===== src/rtl/dds_ctrl_pkg.sv =====
// Shared DDS control definitions: burst sequencer state encoding and default widths.
package dds_ctrl_pkg;

  localparam int unsigned DDS_CNT_W = 16;
  localparam int unsigned DDS_NUM_W = 8;

  typedef enum logic [2:0] {
    ST_IDLE = 3'd0,
    ST_LOAD = 3'd1,
    ST_HIGH = 3'd2,
    ST_LOW  = 3'd3,
    ST_FIN  = 3'd4
  } dds_state_t;

endpackage


===== src/rtl/dds_tick_timer.sv =====
// Loadable down-counter; expire is a registered flag that is high while count == 1,
// i.e. during the last cycle of the loaded interval.
module dds_tick_timer #(
  parameter int unsigned CNT_W = 16
) (
  input  logic             clk,
  input  logic             reset,
  input  logic             load,
  input  logic [CNT_W-1:0] value,
  output logic [CNT_W-1:0] count,
  output logic             expire
);

  always_ff @(posedge clk or posedge reset) begin
    if (reset) begin
      count  <= '0;
      expire <= 1'b0;
    end else if (load) begin
      count  <= value;
      expire <= (value == CNT_W'(1));
    end else begin
      if (count != '0) count <= count - CNT_W'(1);
      expire <= (count == CNT_W'(2));
    end
  end

endmodule


===== src/rtl/dds_burst_sequencer.sv =====
// Burst sequencer: emits CFG_NUM pulses of CFG_WIDTH cycles every CFG_PERIOD cycles and
// drives clear/enable of the downstream phase/sample counter.
module dds_burst_sequencer
  import dds_ctrl_pkg::*;
#(
  parameter int unsigned CNT_W = DDS_CNT_W,
  parameter int unsigned NUM_W = DDS_NUM_W
) (
  input  logic             CLK,
  input  logic             RESET,
  input  logic             START,
  input  logic             ABORT,
  input  logic [CNT_W-1:0] CFG_WIDTH,
  input  logic [CNT_W-1:0] CFG_PERIOD,
  input  logic [NUM_W-1:0] CFG_NUM,
  output logic             BUSY,
  output logic             PULSE,
  output logic             CNT_EN,
  output logic             CNT_CLR,
  output logic [NUM_W-1:0] PULSE_IDX,
  output logic             DONE,
  output logic             CFG_ERR
);

  dds_state_t       state;
  logic [CNT_W-1:0] width_q;
  logic [CNT_W-1:0] period_q;
  logic [NUM_W-1:0] num_q;
  logic [CNT_W-1:0] low_len;
  logic             cfg_ok;
  logic             idx_last;
  logic             tmr_load;
  logic [CNT_W-1:0] tmr_value;
  logic [CNT_W-1:0] tmr_count;
  logic             tmr_expire;

  assign low_len  = period_q - width_q;
  assign cfg_ok   = (CFG_WIDTH != '0) && (CFG_PERIOD > CFG_WIDTH) && (CFG_NUM != '0);
  assign idx_last = (PULSE_IDX == num_q - NUM_W'(1));

  // Timer is reloaded on entry to every HIGH (with WIDTH) and LOW (with PERIOD-WIDTH) phase.
  assign tmr_load  = !ABORT && ((state == ST_LOAD) ||
                                (state == ST_HIGH && tmr_expire) ||
                                (state == ST_LOW && tmr_expire && CNT_CLR));
  assign tmr_value = (state == ST_HIGH) ? low_len : width_q;

  dds_tick_timer #(.CNT_W(CNT_W)) u_timer (
    .clk    (CLK),
    .reset  (RESET),
    .load   (tmr_load),
    .value  (tmr_value),
    .count  (tmr_count),
    .expire (tmr_expire)
  );

  // CNT_CLR and the index bump are raised one cycle ahead so they appear in the last LOW cycle.
  always_ff @(posedge CLK or posedge RESET) begin
    if (RESET) begin
      state     <= ST_IDLE;
      BUSY      <= 1'b0;
      PULSE     <= 1'b0;
      CNT_EN    <= 1'b0;
      CNT_CLR   <= 1'b0;
      PULSE_IDX <= '0;
      DONE      <= 1'b0;
      CFG_ERR   <= 1'b0;
      width_q   <= '0;
      period_q  <= '0;
      num_q     <= '0;
    end else if (ABORT) begin
      state     <= ST_IDLE;
      BUSY      <= 1'b0;
      PULSE     <= 1'b0;
      CNT_EN    <= 1'b0;
      CNT_CLR   <= 1'b0;
      PULSE_IDX <= '0;
      DONE      <= 1'b0;
      CFG_ERR   <= 1'b0;
    end else begin
      DONE    <= 1'b0;
      CFG_ERR <= 1'b0;
      case (state)
        ST_IDLE: begin
          if (START) begin
            if (cfg_ok) begin
              width_q   <= CFG_WIDTH;
              period_q  <= CFG_PERIOD;
              num_q     <= CFG_NUM;
              state     <= ST_LOAD;
              BUSY      <= 1'b1;
              CNT_CLR   <= 1'b1;
              PULSE_IDX <= '0;
            end else begin
              CFG_ERR <= 1'b1;
            end
          end
        end
        ST_LOAD: begin
          state   <= ST_HIGH;
          CNT_CLR <= 1'b0;
          PULSE   <= 1'b1;
          CNT_EN  <= 1'b1;
        end
        ST_HIGH: begin
          if (tmr_expire) begin
            state  <= ST_LOW;
            PULSE  <= 1'b0;
            CNT_EN <= 1'b0;
            if (low_len == CNT_W'(1) && !idx_last) begin
              CNT_CLR   <= 1'b1;
              PULSE_IDX <= PULSE_IDX + NUM_W'(1);
            end
          end
        end
        ST_LOW: begin
          if (tmr_expire) begin
            CNT_CLR <= 1'b0;
            if (CNT_CLR) begin
              state  <= ST_HIGH;
              PULSE  <= 1'b1;
              CNT_EN <= 1'b1;
            end else begin
              state <= ST_FIN;
              BUSY  <= 1'b0;
              DONE  <= 1'b1;
            end
          end else if (tmr_count == CNT_W'(2) && !idx_last) begin
            CNT_CLR   <= 1'b1;
            PULSE_IDX <= PULSE_IDX + NUM_W'(1);
          end
        end
        ST_FIN: begin
          state <= ST_IDLE;
        end
        default: begin
          state <= ST_IDLE;
        end
      endcase
    end
  end

endmodule


===== config.mk =====
export PLATFORM = sky130hd
export DESIGN_NAME = dds_burst_sequencer
export DESIGN_NICKNAME = d
export VERILOG_FILES = /design/src/rtl/dds_ctrl_pkg.sv /design/src/rtl/dds_tick_timer.sv /design/src/rtl/dds_burst_sequencer.sv
export SDC_FILE = /design/constraint.sdc
export NUM_CORES = 1
export LEC_CHECK = 0
export ABC_AREA = 1
export BUFFER_PORTS_ARGS = -buffer_cell sky130_fd_sc_hd__buf_4
export CAP_MARGIN = 10
export CORE_MARGIN = 1.5
export CORE_UTILIZATION = 65
export DETAILED_ROUTE_END_ITERATION = 6
export PLACE_DENSITY = 0.95
export SLEW_MARGIN = 10
export SYNTH_ARGS = -nofsm -noshare
export SYNTH_HDL_FRONTEND = slang
export SYNTH_SLANG_ARGS = --single-unit

===== constraint.sdc =====
create_clock -name CLK -period 6 [get_ports CLK]
set_clock_uncertainty 0.15 [all_clocks]
set_input_delay 0.3 -clock CLK [delete_from_list [all_inputs] [get_ports CLK]]
set_output_delay 0.3 -clock CLK [all_outputs]
set_load 0.01 [all_outputs]

==> results.yml <==
critical_path:
  path_cells: "ha_1 > fa_1 > inv_1 > or2_2 > nor2_1 > nand3_1 > nor2_1 > nand2_1 > nor2_2 > nand2_1 > nor2_2 > nand3_2 > nand2_4 > nand2_4 > nand2_1 > nand2_1"
  r2r_slack_ps: 3240
  reg2regPathDepth: 16
  cp_slowest_cell: "fa_1"
  cp_top_family: "simple AND/OR/NAND/NOR gates"
  reg2reg_from: "width_q[0]"
  required_ps: 6100
  crit_type: "register to register"
  crit_buf_inv: 1
  crit_arrival_ps: 2860
  critPathMaxFanout: 11
  worstSetupEndpointType: "register"
  worstReg2RegEnd: "PULSE_IDX[7]"
  start_kind: "register"
  cpMostUsedCell: "nand2_1"
  cpPeakStageDelay_ps: 480
power:
  power_mw: 2.91
  p_per_area_nw_per_um2: 463
  p_leak_nw: 3.45
  ir_drop_uv: 219
final_layout:
  layout-drive-gt1-share: 0.124
  area_delta_synth_final_pct: 13.0
  n_fill_cell: 604
  n_antenna_cell: 0
  nets: 965
yosys:
  synth_flop_cell: "dfrtp_1"
  synth_fa_ha_area_frac: 0.0845
  yosys.area_share.simple: 0.338
  synth.avg_cell_area_um2: 6.71
  synth-seq-cells: 73
  synth_area_leaders: "dfrtp_1, nand2_1, inv_1"
  syn_nets: 910
  synth.cells.most_frequent: "nand2_1, inv_1, nor2_1"
  yosysSeqAreaShare: 0.328
  synthCells: 829
  synth_edf_count: 0
  ys_types: 44
  synth_top_area_frac: 0.328
  yosysMostFrequentCell: "nand2_1"
  synth_compound_area_frac: 0.109
  synth_top_area_cell: "dfrtp_1"
  yosys_warnings: 0
  synthesis.area_um2: 5570
  yosys.area_share.xor_xnor: 0.0267
  synth_top_family_by_area: "simple AND/OR/NAND/NOR gates"
  yosys-mux-area-fraction: 0
  async_flop_share: 1.00
sta:
  fin_tns_setup_ps: 0
  rsz0062_at_grt: "no"
  slew_headroom: 0.389
  worstMarginPinSlew_ps: 916
  fin_crit_ps: 2760
  finalHoldViolCount: 0
  fmax_mhz: 363
  finalSetupViolCount: 0
  final-max-slew-violation-count: 0
  post-route-period-util: 0.459
detailed_routing:
  vias_per_cell: 5.34
  wl_um: 12700
  antenna_left: 0
  routedWlPerCell_um: 12.8
  first_pass_iters: 5
  drt_iter0_markers: 399
  drc: 0
  num_vias: 5298
grt:
  grt_use_total: 0.307
  gr-usage-met1: 0.424
  busiest_layer: "met2"
  antenna_found_initial: 0
  grt_pass1_wl_um: 22000
  grt-ovfl-total: 0
  grt_pass1_vias: 4873
  grtUsageMet2: 0.497
  grt_use_met3: 0.0343
  grt_max_degree: 82
clocking:
  cts_tree: "built"
  clk_pin_slew_ps: 80
  clockBufferDepth: 2
  root_buffer: "clkbuf_8"
  postCtsHoldBufs: 0
  cts_sinks: 73
  cts_setup_buffers: 0
  htree_levels: 3
  cts.repair.resized: 0
  cts_made_buffers: 9
  clock_latency_ps: 350
min_path:
  hp-start: "START"
  whs_path_depth: 3
  holdPathEnd: "CFG_ERR"
  hold_class: "input pin to register"
floorplanning:
  core_area_um2: 8260
  start_util: 0.674
  die_y_um: 95.5
  rows: 33
  pin_count: 58
  dieArea_um2: 9130
  die_width_um: 95.5
run:
  drv_cap: 0
placement:
  numPortBuffers: 57
  place_hpwl_um: 9510
  gp_congestion: 0.897
outcome:
  status: "finished clean"
layout make-up:
type,count,area (um^2),share of cell area
Multi-Input combinational cell,597,3120,0.496
Sequential cell,73,1830,0.290
Inverter,144,541,0.0860
Timing Repair Buffer,59,443,0.0704
Tap cell,105,131,0.0209
Clock buffer,9,124,0.0197
Clock inverter,5,106,0.0169
kinds of logic after synthesis:
logic type / after synthesis
buffers and inverters: 159
xor gates and xnor gates: 17
and+or+nand+nor: 430
AOI/OAI and AO/OA: 113
DFF: 73
adders and majority gates: 37
report_power, final:
| group | total, mW | internal, mW | leakage (nW) | switching (mW) |
|---|---|---|---|---|
| Combinational | 1.62 | 0.605 | 2.42 | 1.02 |
| Clock | 0.453 | 0.272 | 0.111 | 0.181 |
| Sequential | 0.838 | 0.670 | 0.919 | 0.168 |
| Total | 2.91 | 1.55 | 3.45 | 1.37 |
sequential cells by signal, indices dropped and copies added, names as in the netlist:
name	flops
period_q	16
u_timer.count	16
width_q	16
PULSE_IDX	8
num_q	8
state	3
BUSY	1
CFG_ERR	1
CNT_CLR	1
CNT_EN	1
DONE	1
u_timer.expire	1
per-stage QoR:
| step | utilization | cell area (um^2) | setup slack, ps | cells | hold slack, ps |
|---|---|---|---|---|---|
| 2_1_floorplan | - | 5570 | 3470 | 829 | 270 |
| 3_3_place_gp | 0.734 | 6060 | 3360 | 978 | 318 |
| 3_5_place_dp | 0.734 | 6060 | 3290 | 978 | 327 |
| 4_1_cts | 0.762 | 6290 | 3270 | 992 | 44.9 |
| 5_1_grt | 0.762 | 6290 | 3030 | 992 | 69.7 |
| 6_report | 0.762 | 6290 | 3240 | 992 | 54.0 |
how the worst max path moves through the flow:
stage | cells after the start | to | startpoint
2_1_floorplan | 17 | CNT_CLR | width_q[0]
3_3_place_gp | 16 | PULSE_IDX[2] | width_q[0]
3_5_place_dp | 16 | PULSE_IDX[7] | width_q[0]
4_1_cts | 16 | PULSE_IDX[7] | width_q[0]
5_1_grt | 11 | u_timer.expire | state[2]
6_report | 16 | PULSE_IDX[7] | width_q[0]
routing by layer:
metal / vias up / share of wire / wire [um]
li1: 2717 / - / -
met1: 2364 / 0.46 / 5880
met2: 190 / 0.46 / 5840
met3: 27 / 0.058 / 742
met4: 0 / 0.020 / 251
met5: - / 0 / 0
layout by cell type, fill, tap and decap left out, drive strengths merged, types with 2 or more instances in the layout:
cell,netlist,routed
nand2,254,254
inv,144,144
nor2,83,83
dfrtp,73,73
o21ai,71,71
buf,7,59
nand3,53,53
ha,36,36
a21oi,27,27
xor2,11,11
nand4,10,10
nor3,10,10
clkbuf,8,9
nand3b,7,7
xnor2,6,6
o211ai,5,5
and2,4,4
or2,4,4
nor3b,3,3
bufinv,0,3
a211oi,2,2
o21bai,2,2
worst reg2reg max path, stage by stage, from the launching register on:
cell     delay, ps
dfrtp_1        430
ha_1           240
fa_1           480
inv_1           40
or2_2          260
nor2_1          90
nand3_1         80
nor2_1         110
nand2_1         80
nor2_2          80
nand2_1         60
nor2_2         100
nand3_2        100
nand2_4        150
nand2_4        100
nand2_1         70
nand2_1         50
(Power assumes the default switching activity.)
